<file path="src/rtl/mux_arb_nx1.sv">
// N-to-1 channel multiplexer with fixed-select or round-robin arbitration
// feeding a single registered output stage with valid/ready handshakes.
module mux_arb_nx1 #(
  parameter int WIDTH    = 4,
  parameter int CHANNELS = 4,
  localparam int SEL_W   = $clog2(CHANNELS)
) (
  input  logic                      clk,
  input  logic                      rst,
  input  logic [CHANNELS*WIDTH-1:0] in_data,
  input  logic [CHANNELS-1:0]       in_valid,
  output logic [CHANNELS-1:0]       in_ready,
  input  logic                      mode,
  input  logic [SEL_W-1:0]          sel,
  output logic [WIDTH-1:0]          out,
  output logic                      out_valid,
  input  logic                      out_ready,
  output logic [SEL_W-1:0]          out_sel
);

  logic [SEL_W-1:0]    ptr_r;
  logic                load_ok_s;
  logic                found_s;
  logic [SEL_W-1:0]    grant_idx_s;
  logic [SEL_W-1:0]    cand_s;
  logic [CHANNELS-1:0] grant_s;

  function automatic logic [WIDTH-1:0] pick_word(
    input logic [CHANNELS*WIDTH-1:0] bus,
    input logic [SEL_W-1:0]          idx
  );
    pick_word = bus[idx*WIDTH +: WIDTH];
  endfunction

  assign load_ok_s = ~out_valid | out_ready;

  // Grant selection: fixed index in mode 0, rotating search after ptr in mode 1.
  always_comb begin
    found_s     = 1'b0;
    grant_idx_s = '0;
    cand_s      = '0;
    grant_s     = '0;
    if (rst || !load_ok_s) begin
      found_s = 1'b0;
    end else if (mode == 1'b0) begin
      if (in_valid[sel]) begin
        found_s     = 1'b1;
        grant_idx_s = sel;
      end else begin
        found_s = 1'b0;
      end
    end else begin
      for (int i = 1; i <= CHANNELS; i++) begin
        cand_s = ptr_r + SEL_W'(i);
        if (!found_s && in_valid[cand_s]) begin
          found_s     = 1'b1;
          grant_idx_s = cand_s;
        end else begin
          found_s = found_s;
        end
      end
    end
    if (found_s) begin
      grant_s[grant_idx_s] = 1'b1;
    end else begin
      grant_s = '0;
    end
  end

  assign in_ready = grant_s;

  // Output register and last-grant pointer; reset parks ptr so channel 0 wins first.
  always_ff @(posedge clk or posedge rst) begin
    if (rst) begin
      out       <= '0;
      out_sel   <= '0;
      out_valid <= 1'b0;
      ptr_r     <= {SEL_W{1'b1}};
    end else if (found_s) begin
      out       <= pick_word(in_data, grant_idx_s);
      out_sel   <= grant_idx_s;
      out_valid <= 1'b1;
      ptr_r     <= grant_idx_s;
    end else if (out_ready) begin
      out_valid <= 1'b0;
    end else begin
      out_valid <= out_valid;
    end
  end

endmodule

</file>
<file path="config.mk">
export PLATFORM = sky130hd
export DESIGN_NAME = mux_arb_nx1
export DESIGN_NICKNAME = d
export VERILOG_FILES = /design/src/rtl/mux_arb_nx1.sv
export SDC_FILE = /design/constraint.sdc
export NUM_CORES = 1
export LEC_CHECK = 0
export BUFFER_PORTS_ARGS = -buffer_cell sky130_fd_sc_hd__clkbuf_2
export CORE_MARGIN = 5
export CORE_UTILIZATION = 43
export CTS_CLUSTER_DIAMETER = 80
export DETAILED_ROUTE_END_ITERATION = 16
export HOLD_SLACK_MARGIN = 0.02
export PLACE_DENSITY = 0.77
export SKIP_LAST_GASP = 1
export SLEW_MARGIN = 10
export SYNTH_ARGS = -nofsm -noshare
export SYNTH_HDL_FRONTEND = slang
export SYNTH_SLANG_ARGS = --single-unit
</file>
<file path="constraint.sdc">
create_clock -name clk -period 3.1 [get_ports clk]
set_clock_uncertainty 0.2 [all_clocks]
set_input_delay 0.155 -clock clk [delete_from_list [all_inputs] [get_ports clk]]
set_output_delay 0.155 -clock clk [all_outputs]
set_load 0.05 [all_outputs]
</file>
Yosys cells after proc, flatten, opt, wreduce, memory -nomap -nowiden
Index checks and enable logic that the tools add are counted.
{"block": "op_classes", "muxes": 35, "n_addsub": 3, "n_reduce_logical": 10, "n_bitwise": 2, "order_cmp": 7, "n_shift": 1}
{"cell": "$mux W1", "count": 21}
{"cell": "$lt A2 B3 Y1 const B", "count": 6}
{"cell": "$shiftx A16 B5 Y4", "count": 1}
{"cell": "$mux W2", "count": 7}
{"cell": "$bmux W1 S2", "count": 5}
{"cell": "$add A2 B2 Y2 const B", "count": 2}
{"cell": "$logic_and A1 B1 Y1", "count": 4}
{"cell": "$logic_not A1 Y1", "count": 4}
{"cell": "$mux W4", "count": 1}
{"cell": "$add A2 B1 Y2 const B", "count": 1}
{"cell": "$demux W1 S2", "count": 1}
{"cell": "$ge A2 B1 Y1 const B", "count": 1}
{"cell": "$reduce_bool A2 Y1", "count": 1}
{"cell": "$logic_or A1 B1 Y1", "count": 1}
{"cell": "$not A1 Y1", "count": 1}
{"cell": "$or A1 B1 Y1", "count": 1}
{"block": "word_totals", "ff_bits": 9, "in_bits": 26, "out_inout_bits": 11, "elab_cells": 62}

Longest topological paths before layout
Gate-level depths: netlist of run 1.
{"block": "logic_depth", "word_depth": 26, "depth_mapped": 8, "depth_no_buf": 6}

Least setup slack after synthesis of run 1
No wires, ideal clock.
{"block": "synth_timing", "path_type": "register to output", "startpoint": "reg out_valid", "endpoint": "out in_ready[1]", "arrival_time_ns": 2.142, "path_buffers": 1, "path_stages_with_launch": 6, "t_required_ns": 2.745, "slack_ns": 0.603, "path_cell_list": "dfrtp_1 -> nand2b_1 -> and2_0 -> nand3_1 -> buf_4 -> a21oi_1"}
{"block": "synth_via", "elab_chain_len": 10, "word_cells_on_any_way": 12, "cone_classes": "order compare: 2; mux: 5; bitwise: 2; reduce/logical: 3"}
{"item": "from (decl)", "line": "16", "source": "output logic out_valid,"}
{"item": "from (signal assigned)", "line": "87", "source": "out_valid <= out_valid;"}
{"item": "$not A1 Y1 (*)", "line": "35", "source": "assign load_ok_s = ~out_valid | out_ready;"}
{"item": "$or A1 B1 Y1 (*)", "line": "35"}
{"item": "$logic_not A1 Y1 (*)", "line": "43", "source": "if (rst || !load_ok_s) begin"}
{"item": "$logic_or A1 B1 Y1 (*)", "line": "43"}
{"item": "$mux W2", "line": "43"}
{"item": "$lt A2 B3 Y1 (implied by the code) / $ge A2 B1 Y1 (equally long branches)", "line": "64", "source": "grant_s[grant_idx_s] = 1'b1;"}
{"item": "$logic_and A1 B1 Y1 (implied by the code)", "line": "64"}
{"item": "$mux W1 (implied by the code)", "line": "64"}
{"item": "$demux W1 S2", "line": "64"}
{"item": "$mux W4 (*)", "line": "63", "source": "if (found_s) begin"}
{"item": "to (decl)", "line": "12", "source": "output logic [CHANNELS-1:0] in_ready,"}
Mark *: on every way between the ends. The rest lies on a longest branch, timed or not.

Worst setup path after layout of run 1
{"block": "layout_timing", "startpoint": "in rst", "endpoint": "out in_ready[1]"}
{"block": "layout_via", "elab_chain_len": 7, "word_cells_on_any_way": 9, "cone_classes": "order compare: 2; mux: 5; reduce/logical: 2"}
{"item": "from (decl)", "line": "9", "source": "input logic rst,"}
{"item": "$logic_or A1 B1 Y1 (*)", "line": "43"}
{"item": "$mux W2", "line": "43"}
{"item": "$lt A2 B3 Y1 (implied by the code) / $ge A2 B1 Y1 (equally long branches)", "line": "64"}
{"item": "$logic_and A1 B1 Y1 (implied by the code)", "line": "64"}
{"item": "$mux W1 (implied by the code)", "line": "64"}
{"item": "$demux W1 S2", "line": "64"}
{"item": "$mux W4 (*)", "line": "63"}
Marks and branches as above.

==> flow_results.xml, run 1 <==
<?xml version="1.0" encoding="UTF-8"?>
<metrics>
  <group name="status">
    <metric name="outcome" unit="">complete, no violations</metric>
  </group>
  <group name="place">
    <metric name="gpl.final_weighted_congestion" unit="">0.7922</metric>
    <metric name="hpwl" unit="um">1416</metric>
    <metric name="numPortBuffers" unit="">36</metric>
  </group>
  <group name="timing">
    <metric name="finalHoldViolations" unit="">0</metric>
    <metric name="fin_crit" unit="ns">2.719</metric>
    <metric name="achievable-frequency" unit="MHz">367.8</metric>
    <metric name="maxSlewHeadroom" unit="%">70.76</metric>
    <metric name="worst-slew-pin-transition" unit="ns">0.4329</metric>
    <metric name="final-max-slew-violation-count" unit="">0</metric>
    <metric name="timing.final.setup_violations" unit="">0</metric>
    <metric name="rsz0062_at_grt" unit="">no</metric>
    <metric name="final_min_period_over_clock_period" unit="%">87.71</metric>
    <metric name="final.setup.tns" unit="ns">0</metric>
  </group>
  <group name="synth">
    <metric name="total_of_flip_flops_plus_latches_after_synthesis" unit="">9</metric>
    <metric name="main_combinational_cell_family_by_area_after_synthesis" unit="">simple AND/OR/NAND/NOR gates</metric>
    <metric name="ys_async_sr_fraction" unit="%">100.0</metric>
    <metric name="number_of_enable_flip_flop_cells_after_synthesis" unit="">0</metric>
    <metric name="postSynthNetCount" unit="">101</metric>
    <metric name="yosysWarnings" unit="">0</metric>
    <metric name="synth.lib_cells_used.distinct" unit="">29</metric>
    <metric name="synth_ff_type" unit="">dfrtp_1</metric>
    <metric name="synth-simple-area-share" unit="%">26.38</metric>
    <metric name="yosysSeqAreaShare" unit="%">32.44</metric>
    <metric name="synth-compound-area-share" unit="%">17.65</metric>
    <metric name="post_synth_instance_area" unit="um2">701.9</metric>
    <metric name="syn-instance-count" unit="">75</metric>
    <metric name="yosys.area_share.adder" unit="%">0</metric>
    <metric name="synth_mux_area_share" unit="%">18.72</metric>
    <metric name="postSynthAreaPerCell" unit="um2">9.359</metric>
    <metric name="synth-xor-area-share" unit="%">0</metric>
  </group>
  <group name="cells_and_area">
    <metric name="final_core_utilization" unit="%">63.22</metric>
    <metric name="most_common_cell_after_layout_fill_and_taps_aside" unit="">clkbuf_2</metric>
    <metric name="post_route_cells_drive_above_1_share" unit="%">40.68</metric>
    <metric name="area_of_combinational_cells_with_multiple_inputs" unit="um2">445.4</metric>
    <metric name="flow.area_growth_from_synthesis" unit="%">37.25</metric>
    <metric name="layout_common_cells" unit="">clkbuf_2 (36), nand2_1 (11), dfrtp_1 (7)</metric>
    <metric name="filler_cell_count" unit="">129</metric>
    <metric name="nets" unit="">145</metric>
    <metric name="ff_latch_area" unit="um2">227.7</metric>
    <metric name="antenna_cells_inserted" unit="">0</metric>
  </group>
  <group name="floorplanning">
    <metric name="dieArea" unit="um2">2540</metric>
    <metric name="die_x" unit="um">50.40</metric>
    <metric name="ioPinCount" unit="">37</metric>
    <metric name="placement_rows" unit="">14</metric>
    <metric name="floorplan.initialDensity" unit="%">46.06</metric>
    <metric name="chipHeight" unit="um">50.40</metric>
    <metric name="core_region_area" unit="um2">1524</metric>
  </group>
  <group name="run">
    <metric name="maxCapViolCount" unit="">0</metric>
  </group>
  <group name="critical_path">
    <metric name="critical_path_class" unit="">in2out</metric>
    <metric name="crit_path_max_fanout" unit="">11</metric>
    <metric name="cp-startpoint" unit="">rst</metric>
    <metric name="arrival" unit="ns">2.36</metric>
    <metric name="rr_startpoint" unit="">ptr_r[0]</metric>
    <metric name="timing.critical_path.to_type" unit="">primary output</metric>
    <metric name="cp_data_required_time" unit="ns">2.74</metric>
    <metric name="worst_setup_path_start_kind" unit="">input port</metric>
  </group>
  <group name="min_path">
    <metric name="hold_path.startpoint" unit="">in_data[11]</metric>
    <metric name="path_class_of_the_lowest_slack_min_delay_path" unit="">in2reg</metric>
  </group>
  <group name="cts">
    <metric name="clock_tree.buffer_depth" unit="">2</metric>
    <metric name="clock_latency" unit="ns">0.25</metric>
    <metric name="cts_htree_levels" unit="">1</metric>
    <metric name="clk_pin_slew" unit="ns">0.06</metric>
    <metric name="clock_tree_from_tritoncts" unit="">done</metric>
    <metric name="cts_inserted_buffers" unit="">3</metric>
    <metric name="cts.sinks" unit="">9</metric>
    <metric name="root_buffer" unit="">clkbuf_4</metric>
  </group>
  <group name="route">
    <metric name="detail_route.wl_per_cell" unit="um">14.72</metric>
    <metric name="vias_per_cell" unit="">5.343</metric>
    <metric name="detailedRoute.firstPassIterationCount" unit="">4</metric>
    <metric name="number_of_routed_nets_with_antenna_violations" unit="">0</metric>
    <metric name="wl" unit="um">1973</metric>
    <metric name="dr_total_vias" unit="">716</metric>
    <metric name="initialDrtViolationCount" unit="">23</metric>
    <metric name="drc" unit="">0</metric>
  </group>
  <group name="grt">
    <metric name="initial_antenna_violation_count" unit="">0</metric>
    <metric name="grt_first_pass_wirelength" unit="um">3098</metric>
    <metric name="grt_overflow_total" unit="">0</metric>
    <metric name="first_global_vias" unit="">711</metric>
    <metric name="grt_max_degree" unit="">12</metric>
    <metric name="grt.total_usage" unit="%">15.52</metric>
  </group>
  <group name="power_and_ir_drop">
    <metric name="total_leakage_power" unit="nW">0.5034</metric>
    <metric name="finalPower" unit="W">0.0005749</metric>
    <metric name="ir_drop" unit="mV">0.4343</metric>
    <metric name="power-per-cell-area" unit="nW/um2">596.7</metric>
  </group>
</metrics>
## routing by layer
| metal | vias to the layer above | share of wire, % | global-route usage (%) |
|---|---|---|---|
| li1 | 358 | - | - |
| met1 | 335 | 37 | 17.09 |
| met2 | 23 | 56 | 29.50 |
| met3 | 0 | 7.1 | 5.325 |
| met4 | 0 | 0 | 1.277 |
| met5 | - | 0 | 0 |
## where the power goes
group / switching (W) / leakage [nW] / internal (W) / total [W]
Clock: 0.0000392 / 0.0150 / 0.0000495 / 0.0000887
Sequential: 0.0000259 / 0.104 / 0.000157 / 0.000183
Combinational: 0.000199 / 0.385 / 0.000105 / 0.000303
Total: 0.000264 / 0.503 / 0.000311 / 0.000575
## critical path, cell delays in order
cell and delay [ns]:
dlygate4sd3_1 0.53, clkbuf_2 0.10, inv_1 0.28, and2_0 0.46, nand3_2 0.31, a21oi_1 0.22
clkbuf_2 0.31
## final cells by class
| class | instances | area share (%) |
|---|---|---|
| timing repair buffer | 42 | 24.94 |
| multi-input combinational | 62 | 46.23 |
| tap | 16 | 2.078 |
| inverter | 1 | 0.3896 |
| sequential | 9 | 23.64 |
| clock buffer | 4 | 2.727 |
## kinds of logic after synthesis
kind of cell | Yosys count
flops | 9
simple gates | 33
buf+inv | 4
mux | 11
compound gates | 18
## path summary, 6_finish.rpt
path,end,slack (ns),cells past startpoint
worst max register to register,out[2],0.39,7
min in group asynchronous,out[0],0.19,3
worst max-delay path,in_ready[1],0.38,7
worst min register to register,out_sel[0],0.29,2
max in group asynchronous,ptr_r[1],2.20,3
worst min-delay path,out[3],0.03,3
## stage by stage
step | std cells | cell area [um2] | setup slack [ns] | hold slack [ns]
detailed placement | 124 | 872.1 | 0.5856 | -0.07380
global placement | 124 | 872.1 | 0.6106 | -0.07682
floorplan | 75 | 701.9 | 0.6030 | -0.2130
global route | 134 | 963.4 | 0.1302 | 0.06663
CTS | 134 | 958.4 | 0.2299 | 0.03002
finish | 134 | 963.4 | 0.3809 | 0.02794
## cells in the mapped netlist, drive strengths merged, types with 2 or more instances
| master | n | share of area, % |
|---|---|---|
| nand2b | 4 | 3.6 |
| a21oi | 5 | 3.6 |
| a221o | 2 | 2.9 |
| nor2 | 4 | 2.1 |
| nand2 | 12 | 8.7 |
| o22ai | 3 | 2.7 |
| buf | 3 | 4.3 |
| mux2 | 5 | 10 |
| mux2i | 6 | 8.6 |
| and2 | 4 | 3.6 |
| dfstp | 2 | 7.5 |
| dfrtp | 7 | 25 |
| o21ai | 2 | 1.4 |
| nor2b | 5 | 4.5 |
## registers in the layout, summed over array words and instances, names as in the netlist
register / count
out: 4
out_sel: 2
ptr_r: 2
out_valid: 1
## timing repair
action / 4_1_cts / 5_1_grt
hold buffers: 6 / 0
setup endpoints to repair: 0 / 2
buffers inserted: 0 / 0
hold endpoints to repair: 12 / 0
resized for setup: 0 / 1
Note: power is estimated with default switching activity, not from simulation.
==> inputs of run 2 (changes only) <==
- CORE_MARGIN: 5 -> not set
==> flow_results.xml, run 2 (synthesis results as in run 1) <==
<?xml version="1.0" encoding="UTF-8"?>
<metrics>
  <group name="status">
    <metric name="outcome" unit="">complete, no violations</metric>
  </group>
  <group name="critical_path">
    <metric name="worst_r2r_endpoint" unit="">out[1]</metric>
    <metric name="arrival" unit="ns">2.65</metric>
    <metric name="crit_family" unit="">compound AO/OA/AOI/OAI gates</metric>
    <metric name="crit_chain" unit="">mux2_4 &gt; a32o_1 &gt; a221o_1 &gt; nand2_8 &gt; mux2i_1 &gt; dlygate4sd3_1 &gt; a21oi_1</metric>
    <metric name="critical_path.slowest_cell" unit="">dlygate4sd3_1</metric>
    <metric name="cp_data_required_time" unit="ns">3.03</metric>
    <metric name="critical_path_class" unit="">reg2reg</metric>
    <metric name="worst_setup_path_start_kind" unit="">register</metric>
    <metric name="crit_path_max_fanout" unit="">9</metric>
    <metric name="reg2reg_setup_slack" unit="ns">0.38</metric>
    <metric name="count_of_buffering_cells_on_the_critical_path_with_inverters_included" unit="">1</metric>
    <metric name="timing.critical_path.to_type" unit="">register</metric>
    <metric name="rr_startpoint" unit="">ptr_r[0]</metric>
    <metric name="delay_contributed_by_the_slowest_stage_of_the_critical_path" unit="ns">0.57</metric>
    <metric name="ff2ff_path_depth" unit="">7</metric>
  </group>
  <group name="cts">
    <metric name="root_buffer" unit="">clkbuf_4</metric>
    <metric name="cts_post_setup_buffers_inserted" unit="">0</metric>
    <metric name="clock_tree_from_tritoncts" unit="">done</metric>
    <metric name="clk_pin_slew" unit="ns">0.06</metric>
    <metric name="clock_tree.buffer_depth" unit="">2</metric>
    <metric name="cts.sinks" unit="">9</metric>
    <metric name="cts_htree_levels" unit="">1</metric>
    <metric name="clock_latency" unit="ns">0.25</metric>
    <metric name="cts_inserted_buffers" unit="">3</metric>
  </group>
  <group name="floorplanning">
    <metric name="die_x" unit="um">42.40</metric>
    <metric name="core_region_area" unit="um2">1524</metric>
    <metric name="floorplan.initialDensity" unit="%">46.06</metric>
    <metric name="ioPinCount" unit="">37</metric>
    <metric name="dieArea" unit="um2">1798</metric>
    <metric name="chipHeight" unit="um">42.40</metric>
    <metric name="placement_rows" unit="">14</metric>
  </group>
  <group name="cells_and_area">
    <metric name="layout_top_registers" unit="">out x4, out_sel x2, ptr_r x2</metric>
    <metric name="layout_common_cells" unit="">clkbuf_2 (36), nand2_1 (11), dlygate4sd3_1 (8)</metric>
    <metric name="post_route_cells_drive_above_1_share" unit="%">39.67</metric>
    <metric name="largest-register" unit="">out</metric>
    <metric name="stdcell_count" unit="">137</metric>
    <metric name="largest_register_ffs" unit="">4</metric>
    <metric name="post-route-cell-area" unit="um2">985.9</metric>
    <metric name="antenna_cells_inserted" unit="">0</metric>
    <metric name="flow.area_growth_from_synthesis" unit="%">40.46</metric>
    <metric name="nets" unit="">148</metric>
    <metric name="most_common_cell_after_layout_fill_and_taps_aside" unit="">clkbuf_2</metric>
    <metric name="final_core_utilization" unit="%">64.70</metric>
  </group>
  <group name="route">
    <metric name="detailedRoute.firstPassIterationCount" unit="">4</metric>
    <metric name="drc" unit="">0</metric>
    <metric name="number_of_routed_nets_with_antenna_violations" unit="">0</metric>
    <metric name="dr_total_vias" unit="">717</metric>
    <metric name="wl" unit="um">1683</metric>
    <metric name="detail_route.wl_per_cell" unit="um">12.28</metric>
    <metric name="vias_per_cell" unit="">5.234</metric>
    <metric name="initialDrtViolationCount" unit="">11</metric>
  </group>
  <group name="timing">
    <metric name="finalHoldViolations" unit="">0</metric>
    <metric name="achievable-frequency" unit="MHz">367.8</metric>
    <metric name="final_min_period_over_clock_period" unit="%">87.71</metric>
    <metric name="final.setup.tns" unit="ns">0</metric>
    <metric name="worst-slew-pin-transition" unit="ns">0.4371</metric>
    <metric name="rsz0062_at_grt" unit="">no</metric>
    <metric name="timing.final.setup_violations" unit="">0</metric>
    <metric name="maxSlewHeadroom" unit="%">70.85</metric>
    <metric name="fin_crit" unit="ns">2.719</metric>
    <metric name="final-max-slew-violation-count" unit="">0</metric>
  </group>
  <group name="power_and_ir_drop">
    <metric name="power_switching_share" unit="%">45.02</metric>
    <metric name="net-switching-power" unit="W">0.0002578</metric>
    <metric name="cellInternalPower" unit="W">0.0003148</metric>
    <metric name="power-per-cell-area" unit="nW/um2">580.7</metric>
    <metric name="ir_drop" unit="mV">0.3810</metric>
    <metric name="pwr-share-clk" unit="%">15.2</metric>
    <metric name="total_leakage_power" unit="nW">0.5153</metric>
    <metric name="p_seq_share" unit="%">31.8</metric>
    <metric name="combinationalPowerShare" unit="%">53.0</metric>
  </group>
  <group name="min_path">
    <metric name="hold_path.startpoint" unit="">in_data[0]</metric>
    <metric name="hold_end" unit="">out[0]</metric>
    <metric name="hold_path_depth" unit="">3</metric>
    <metric name="path_class_of_the_lowest_slack_min_delay_path" unit="">in2reg</metric>
  </group>
  <group name="grt">
    <metric name="grt_first_pass_wirelength" unit="um">2904</metric>
    <metric name="grt_overflow_total" unit="">0</metric>
    <metric name="first_global_vias" unit="">697</metric>
    <metric name="grt_max_degree" unit="">12</metric>
    <metric name="grt.total_usage" unit="%">21.40</metric>
    <metric name="initial_antenna_violation_count" unit="">0</metric>
  </group>
  <group name="place">
    <metric name="numPortBuffers" unit="">36</metric>
    <metric name="placedCellCount" unit="">125</metric>
    <metric name="hpwl" unit="um">1270</metric>
    <metric name="gpl.final_weighted_congestion" unit="">0.8442</metric>
    <metric name="postPlaceCellArea" unit="um2">879.6</metric>
  </group>
  <group name="run">
    <metric name="maxCapViolCount" unit="">0</metric>
  </group>
</metrics>
[run 2: how the worst max path moves through the flow]
stage | slack [ns] | from | endpoint | cells after the start
CTS | 0.40 | ptr_r[0] | out[3] | 7
floorplan | 0.60 | out_valid | in_ready[1] | 5
global route | 0.29 | ptr_r[0] | out[2] | 7
finish | 0.38 | ptr_r[0] | out[1] | 7
detailed placement | 0.57 | in_valid[3] | out[0] | 7
global placement | 0.61 | ptr_r[0] | out[0] | 6
[run 2: stage by stage]
step	hold slack (ns)	setup slack [ns]	total power (W)
final	0.06096	0.3810	0.0005725
after global routing	0.06171	0.2901	0.0006122
after CTS	0.05427	0.4042	0.0005758
after detailed placement	-0.08130	0.5710	0.0004748
after global placement	-0.07843	0.6132	0.0004712
after floorplan	-0.2130	0.6030	0.0004129
[run 2: layer usage]
metal | wire length (um) | part of all wire [%] | track usage (%)
met5 | 0 | 0 | 0
met4 | 25 | 1.5 | 5.625
met3 | 61 | 3.6 | 8.190
met2 | 908 | 54 | 37.54
met1 | 688 | 41 | 24.05
[run 2: area by class of cell]
type	count	area, um2
repair buffers	45	267.8
flip-flops and latches	9	227.7
inverters	1	3.754
well taps	16	20.02
fillers	136	538.0
clock buffers	4	26.28
multi-input cells	62	440.4
[run 2: repair_timing]
| action | 4_1_cts | 5_1_grt |
|---|---|---|
| gates resized for setup | 0 | 0 |
| hold endpoints to repair | 13 | 0 |
| hold buffers | 8 | 0 |
[run 2: power groups by stage]
stage / Combinational, W / Sequential, W / Clock (W)
finish: 0.000303 / 0.000182 / 0.0000870
global route: 0.000326 / 0.000188 / 0.0000990
CTS: 0.000304 / 0.000181 / 0.0000913
detailed placement: 0.000292 / 0.000183 / 0
global placement: 0.000290 / 0.000182 / 0
floorplan: 0.000142 / 0.000271 / 0
[run 2: worst min-delay path, cell delays in order]
cell and delay (ns):
clkbuf_2 0.07, mux2_2 0.13, a221o_1 0.13
